--- src/rtl/drm_activator_stream_endpoint.sv ---
// DRM bus endpoint over AXI4-Stream: decodes controller beats, runs a bit-serial
// four-register slave and returns one registered response beat per accepted beat.
module drm_activator_stream_endpoint #(
    parameter int unsigned DATA_W       = 32,
    parameter int unsigned METER_THRESH = 1
) (
    input  logic              drm_aclk,
    input  logic              drm_arstn,
    input  logic              drm_to_uip_tvalid,
    input  logic [31:0]       drm_to_uip_tdata,
    output logic              drm_to_uip_tready,
    output logic              uip_to_drm_tvalid,
    output logic [31:0]       uip_to_drm_tdata,
    input  logic              uip_to_drm_tready,
    input  logic              metering_event,
    output logic              activated,
    output logic [DATA_W-1:0] activation_code
);

    localparam int unsigned       CNT_W    = $clog2(DATA_W);
    localparam logic [CNT_W-1:0]  LAST_BIT = CNT_W'(DATA_W - 1);
    localparam logic [DATA_W-1:0] THRESH   = DATA_W'(METER_THRESH);

    localparam logic [1:0] ADR_STATUS  = 2'd0;
    localparam logic [1:0] ADR_CTRL    = 2'd1;
    localparam logic [1:0] ADR_METER   = 2'd2;
    localparam logic [1:0] ADR_SCRATCH = 2'd3;

    typedef enum logic [2:0] {
        ST_IDLE,
        ST_DATA,
        ST_ACK,
        ST_WAIT,
        ST_SKIP
    } state_e;

    state_e             state_q, state_d;
    logic               we_q, we_d;
    logic [1:0]         adr_q, adr_d;
    logic [DATA_W-1:0]  shift_q, shift_d;
    logic [CNT_W-1:0]   bitcnt_q, bitcnt_d;

    logic [DATA_W-1:0]  ctrl_q, ctrl_d;
    logic [DATA_W-1:0]  meter_q, meter_d;
    logic [DATA_W-1:0]  scratch_q, scratch_d;

    logic               rsp_valid_q;
    logic [31:0]        rsp_data_q;

    logic               beat;
    logic               in_dat, in_we, in_cyc, in_cs;
    logic [1:0]         in_adr;
    logic               intr, sta;
    logic               resp_dat, resp_ack, commit, meter_clear;
    logic [DATA_W-1:0]  rd_data;
    logic               unused_tdata;

    assign in_dat = drm_to_uip_tdata[0];
    assign in_we  = drm_to_uip_tdata[1];
    assign in_adr = drm_to_uip_tdata[3:2];
    assign in_cyc = drm_to_uip_tdata[4];
    assign in_cs  = drm_to_uip_tdata[5];
    assign unused_tdata = ^drm_to_uip_tdata[31:6];

    // Ready is forced low in reset so no beat can be taken while state is cleared.
    assign drm_to_uip_tready = drm_arstn & (~rsp_valid_q | uip_to_drm_tready);
    assign beat              = drm_to_uip_tvalid & drm_to_uip_tready;

    assign intr = (meter_q >= THRESH);
    assign sta  = ctrl_q[0];

    always_comb begin
        rd_data = '0;
        case (in_adr)
            ADR_STATUS:  rd_data = {{(DATA_W-2){1'b0}}, intr, sta};
            ADR_CTRL:    rd_data = ctrl_q;
            ADR_METER:   rd_data = meter_q;
            ADR_SCRATCH: rd_data = scratch_q;
            default:     rd_data = '0;
        endcase
    end

    // NOTE: every signal driven here gets a default first so no path infers a latch.
    always_comb begin
        state_d  = state_q;
        we_d     = we_q;
        adr_d    = adr_q;
        shift_d  = shift_q;
        bitcnt_d = bitcnt_q;
        resp_dat = 1'b0;
        resp_ack = 1'b0;
        commit   = 1'b0;
        if (beat) begin
            case (state_q)
                ST_IDLE: begin
                    if (in_cyc && in_cs) begin
                        we_d     = in_we;
                        adr_d    = in_adr;
                        bitcnt_d = '0;
                        if (!in_we) shift_d = rd_data;
                        state_d  = ST_DATA;
                    end else if (in_cyc) begin
                        state_d = ST_SKIP;
                    end
                end
                ST_DATA: begin
                    if (!in_cyc) begin
                        state_d = ST_IDLE;
                    end else begin
                        // One register shifts writes in and reads out, MSB first.
                        resp_dat = ~we_q & shift_q[DATA_W-1];
                        shift_d  = {shift_q[DATA_W-2:0], in_dat};
                        if (bitcnt_q == LAST_BIT) state_d = ST_ACK;
                        else                      bitcnt_d = bitcnt_q + 1'b1;
                    end
                end
                ST_ACK: begin
                    if (!in_cyc) begin
                        state_d = ST_IDLE;
                    end else begin
                        resp_ack = 1'b1;
                        commit   = we_q;
                        state_d  = ST_WAIT;
                    end
                end
                ST_WAIT, ST_SKIP: begin
                    if (!in_cyc) state_d = ST_IDLE;
                end
                default: state_d = ST_IDLE;
            endcase
        end
    end

    // A status write clears the meter only through bit 1; a meter write always clears it.
    assign meter_clear = commit &&
                         ((adr_q == ADR_METER) || ((adr_q == ADR_STATUS) && shift_q[1]));

    always_comb begin
        ctrl_d    = ctrl_q;
        scratch_d = scratch_q;
        meter_d   = meter_q;
        if (commit && adr_q == ADR_CTRL)    ctrl_d    = shift_q;
        if (commit && adr_q == ADR_SCRATCH) scratch_d = shift_q;
        if (meter_clear) begin
            meter_d = metering_event ? DATA_W'(1) : '0;
        end else if (metering_event && meter_q != '1) begin
            meter_d = meter_q + 1'b1;
        end
    end

    // NOTE: sequential state uses non-blocking assignments so all registers update together.
    always_ff @(posedge drm_aclk or negedge drm_arstn) begin
        if (!drm_arstn) begin
            state_q     <= ST_IDLE;
            we_q        <= 1'b0;
            adr_q       <= '0;
            shift_q     <= '0;
            bitcnt_q    <= '0;
            ctrl_q      <= '0;
            meter_q     <= '0;
            scratch_q   <= '0;
            rsp_valid_q <= 1'b0;
            rsp_data_q  <= '0;
        end else begin
            state_q   <= state_d;
            we_q      <= we_d;
            adr_q     <= adr_d;
            shift_q   <= shift_d;
            bitcnt_q  <= bitcnt_d;
            ctrl_q    <= ctrl_d;
            meter_q   <= meter_d;
            scratch_q <= scratch_d;
            if (beat) begin
                rsp_valid_q <= 1'b1;
                rsp_data_q  <= {28'd0, resp_ack, intr, sta, resp_dat};
            end else if (uip_to_drm_tready) begin
                rsp_valid_q <= 1'b0;
            end
        end
    end

    assign uip_to_drm_tvalid = rsp_valid_q;
    assign uip_to_drm_tdata  = rsp_data_q;
    assign activated         = ctrl_q[0];
    assign activation_code   = ctrl_q;

endmodule

--- config.mk ---
export PLATFORM = sky130hd
export DESIGN_NAME = drm_activator_stream_endpoint
export DESIGN_NICKNAME = d
export VERILOG_FILES = /design/src/rtl/drm_activator_stream_endpoint.sv
export SDC_FILE = /design/constraint.sdc
export NUM_CORES = 1
export LEC_CHECK = 0
export BUFFER_PORTS_ARGS = -buffer_cell sky130_fd_sc_hd__buf_2
export CAP_MARGIN = 20
export CORE_ASPECT_RATIO = 0.6
export CORE_UTILIZATION = 43
export CTS_CLUSTER_DIAMETER = 50
export CTS_CLUSTER_SIZE = 20
export DETAILED_ROUTE_END_ITERATION = 10
export SLEW_MARGIN = 20
export SYNTH_ARGS = -nofsm -noshare
export SYNTH_HDL_FRONTEND = slang
export SYNTH_SLANG_ARGS = --single-unit
--- constraint.sdc ---
create_clock -name drm_aclk -period 3.47 [get_ports drm_aclk]
set_input_delay 0.347 -clock drm_aclk [delete_from_list [all_inputs] [get_ports drm_aclk]]
set_output_delay 0.347 -clock drm_aclk [all_outputs]
set_load 0.005 [all_outputs]
==> Word-level counts from Yosys, hierarchy flattened <==
Cells that the tools add are included.
{ "totals": {"ff_bits": 144} }
{ "op_classes": {"n_addsub": 2, "order_cmp": 1, "eq_ne": 19, "n_mux": 28, "bitwise_logic": 6, "n_reduce_logical": 18} }
{ "ops": {"columns": ["cell", "n"], "rows": [
  ["$mux 32", 5],
  ["$pmux 32 s4", 1],
  ["$pmux 32 s2", 1],
  ["$add 32x1->32 const B", 1],
  ["$ge 32x1->1 const B", 1],
  ["$ne 32x32->1 const B", 1],
  ["$mux 3", 5],
  ["$mux 5", 3],
  ["$pmux 3 s4", 1],
  ["$mux 1", 10],
  ["$ne 2x2->1 const B", 5],
  ["$pmux 5 s2", 1],
  ["$reduce_and 5->1", 2],
  ["$eq 2x2->1 const B", 4],
  ["$eq 3x2->1 const B", 2],
  ["$logic_and 1x1->1", 6],
  ["$ne 3x3->1 const B", 2],
  ["$reduce_bool 2->1", 3],
  ["$add 5x1->5 const B", 1],
  ["$eq 5x5->1 const B", 1],
  ["$eq 2x1->1 const B", 2],
  ["$logic_not 2->1", 2],
  ["$reduce_and 4->1", 1],
  ["$and 1x1->1", 3],
  ["other kinds (9)", 10]
]} }

==> Longest topological paths before layout <==
{ "logic_depth": {"depth_word": 7, "depth_mapped": 9} }

==> Least setup slack after synthesis <==
Ideal clock, no wire load.
{ "synth_timing": {"path_type": "register to register", "startpoint": "register meter_q[0]", "endpoint": "register meter_q[10]", "arrival_ns": 2.368, "required_ns": 3.384, "setup_slack_ns": 1.016, "stages_incl_launch_ff": 10, "path_buffers": 3, "period_less_slack_ns": 2.454, "cell_sequence": "dfrtp_1 -> ha_1 -> nand4_1 -> or4_2 -> clkbuf_1 -> o31ai_4 -> buf_2 -> buf_4 -> nor3_1 -> nor3_1"} }
{ "synth_between": {"elab_chain_cells": 3} }
{ "synth_rtl": {"columns": ["element", "line", "rtl"], "rows": [
  ["start: declaration", "44", "logic [DATA_W-1:0] meter_q, meter_d;"],
  ["start signal: assignment", "171", "meter_q <= meter_d;"],
  ["$add 32x1->32 or $ne 32x32->1 (tied branches)", "147, 146", null],
  ["$mux 32 or $logic_and 1x1->1 (tied branches)", "146", "end else if (metering_event && meter_q != '1) begin"],
  ["$mux 32 or $reduce_bool 2->1 (tied branches)", null, null]
]} }
Several ways; a longest one is shown, not always the timed one. The select of a mux whose other input is x is not followed.
A chain may end at the register's enable or synchronous reset.

==> Worst setup path after layout <==
{ "layout_timing": {"startpoint": "register meter_q[1]", "endpoint": "register meter_q[4]"} }
The elaborated chain is that of the path after synthesis.

==> reports/results.ini <==
[synthesis]
synthTopCellsByCount = dfrtp_1 (144), mux2_2 (98), nand2_1 (65), a21oi_1 (54), o21ai_0 (50)
synth_compound_area_frac = 0.136
syn_area_mm2 = 0.00748
synth_fa_ha_area_frac = 0.00837
yosysUniqueCellTypes = 55
synthTopCellsByArea = dfrtp_1 (48%), mux2_2 (15%), a21oi_1 (3.6%)
syn_avg_cell_area_um2 = 10.3
synth_top_cell_by_area = dfrtp_1
synth_flop_cell = dfrtp_1
ys_seq_area_frac = 0.482
synth.area.mux_share = 0.150
synth-simple-area-share = 0.149
synth_cells = 727
ys_warn_count = 0
synth_seq_cells = 144
yosysMostFrequentCell = dfrtp_1
synth_xor_area_frac = 0.0117
synth_top_area_frac = 0.482
synth_top_family_by_area = multiplexers
synthArstFlopShare = 1.00
synth_edf_count = 0

[layout]
num_antenna_cells = 0
final_core_utilization = 0.506
area.growth.synth_to_final_pct = 12.4
drive_gt1_frac = 0.275
nNetsFinal = 798
multiInputGateArea_mm2 = 0.00355
ff_latch_area_mm2 = 0.00360
nFillCells = 1498

[sta]
final.min_clock_period_ns = 2.93
maxSlewViolCount = 0
max_freq_mhz = 341
setup_viol = 0
tns_ns = 0
max-slew-margin-rel = 0.360
report.final.hold_viol_count = 0
fin_skew_ns = 0.00723
period_share = 0.845
tightest_slew_ns = 0.960
rsz0062_at_grt = false

[place]
dp.final_hpwl_mm = 11.8
gp_congestion = 0.840
io_buffers = 49

[power]
vdd_drop_max_mv = 0.265
power.total_mw = 4.28
powerDensity_mw_per_mm2 = 509
p_leak_nw = 3.88

[worst_setup_path]
r2r-start = meter_q[1]
worst_setup_path_start_kind = flop
r2r_slack_ns = 0.54
required_ns = 3.80
worst_setup_path_end_kind = flop
cp.arrival_ns = 3.26
worstSetupStartpoint = meter_q[1]
path_max_fanout = 31
worst-setup-path-type = reg -> reg

[run_status]
status = completed

[clocking]
clock_path_buffers = 2
clock_latency_ns = 0.42
cts_buffers = 17
cts_max_level = 4
clkTransAtPathRegs_ns = 0.06
cts_tree = done
ctsRootBufferMaster = clkbuf_16
cts.sinks = 144
post-cts-setup-buffer-count = 0

[flow_run]
cap_violations = 0

[floorplan]
die_area_mm2 = 0.0179
die_w_um = 172
fp-row-count = 36
fp.dieH_um = 104
io_pins = 104
start_util = 0.450
core_area_mm2 = 0.0166

[grt]
overflow = 0
grt_pass1_wl_mm = 29.8
track_usage = 0.214
busiest_layer = met1
first_global_vias = 5478
use_met1 = 0.325
antenna_found_initial = 0
use_met3 = 0.0457
grt_max_degree = 75
grt_use_met2 = 0.312

[route]
drtIter0Drc = 602
drt_pass1_iterations = 7
totalWireLength_mm = 18.0
routedWlPerCell_um = 18.0
drc_errors = 0
final_antenna_net_count = 0
via_per_inst = 5.72
num_vias = 5697

[worst_hold_path]
holdCritPathClass = in -> reg
worstHoldStart = drm_to_uip_tdata[1]

cells in the final DEF, fill, tap and decap left out, drive strengths merged, types with 13 or more instances in the layout:
cell type  count
dfrtp        144
mux2          98
nand2         65
buf           61
a21oi         54
o21ai         50
nor2          47
a22oi         30
conb          28
clkbuf        21
nand3         20
or4           17
nor4          13
o31ai         13
worst paths after layout:
check	to	depth (start not counted)
setup / recovery	meter_q[4]	7
hold / removal	we_q	3
setup reg to reg	meter_q[4]	7
hold reg to reg	uip_to_drm_tdata[3]	2
max in group asynchronous	meter_q[6]	3
min in group asynchronous	activation_code[21]	2
where the power goes:
part / total, mW / internal [mW] / switching [mW] / leakage (nW)
registers: 1.93 / 1.77 / 0.155 / 1.98
logic: 0.467 / 0.160 / 0.307 / 1.61
clock network: 1.88 / 1.16 / 0.722 / 0.285
worst max-delay path, stage by stage, from the launching register on:
cell and delay (ns):
dfrtp_1 0.51, ha_1 0.28, nand4_1 0.30, or4_2 0.85, o31ai_4 0.21, buf_4 0.32
o21ai_0 0.16, a21oi_1 0.19
kinds of logic (layout without fill, tap and decap cells):
| family | after synthesis | after routing |
|---|---|---|
| AOI/OAI and AO/OA | 166 | 166 |
| xor gates and xnor gates | 10 | 10 |
| adders and majority gates | 5 | 5 |
| buffers and inverters | 85 | 99 |
| DFF | 144 | 144 |
| muxes | 100 | 100 |
| other | 1 | 28 |
| and+or+nand+nor | 216 | 216 |
cell type report:
class / count / area share
Clock buffer: 21 / 0.0548
Clock inverter: 10 / 0.0162
Inverter: 6 / 0.00268
Multi-Input combinational cell: 525 / 0.422
Sequential cell: 144 / 0.429
Tap cell: 228 / 0.0339
Timing Repair Buffer: 62 / 0.0418
timing repair:
item / in CTS / in global routing
resized for setup: 0 / 0
hold buffers: 1 / 0
endpoints found under the hold margin: 32 / 0
routing by layer:
layer  share of wire  vias to the layer above  wire, um
li1                -                     2651         -
met1            0.51                     2884      9110
met2            0.44                      145      7880
met3           0.046                       17       835
met4          0.0085                        0       153
met5               0                        -         0
flip-flops by register name (all words and copies together), names as in the netlist:
name / cells
shift_q: 32
state_q: 3
uip_to_drm_tvalid: 1
meter_q: 32
adr_q: 2
we_q: 1
activation_code: 32
bitcnt_q: 5
scratch_q: 32
uip_to_drm_tdata: 4
through the flow:
step	setup WS (ns)	area (um^2)	hold WS [ns]	std cells
2_1_floorplan	1.02	7580	0.0514	754
3_3_place_gp	0.747	7800	0.272	964
3_5_place_dp	0.677	7800	0.275	964
4_1_cts	0.595	8410	0.155	996
5_1_grt	0.439	8410	0.191	996
6_report	0.537	8410	0.165	996
Power figures use the tool's default switching activity.
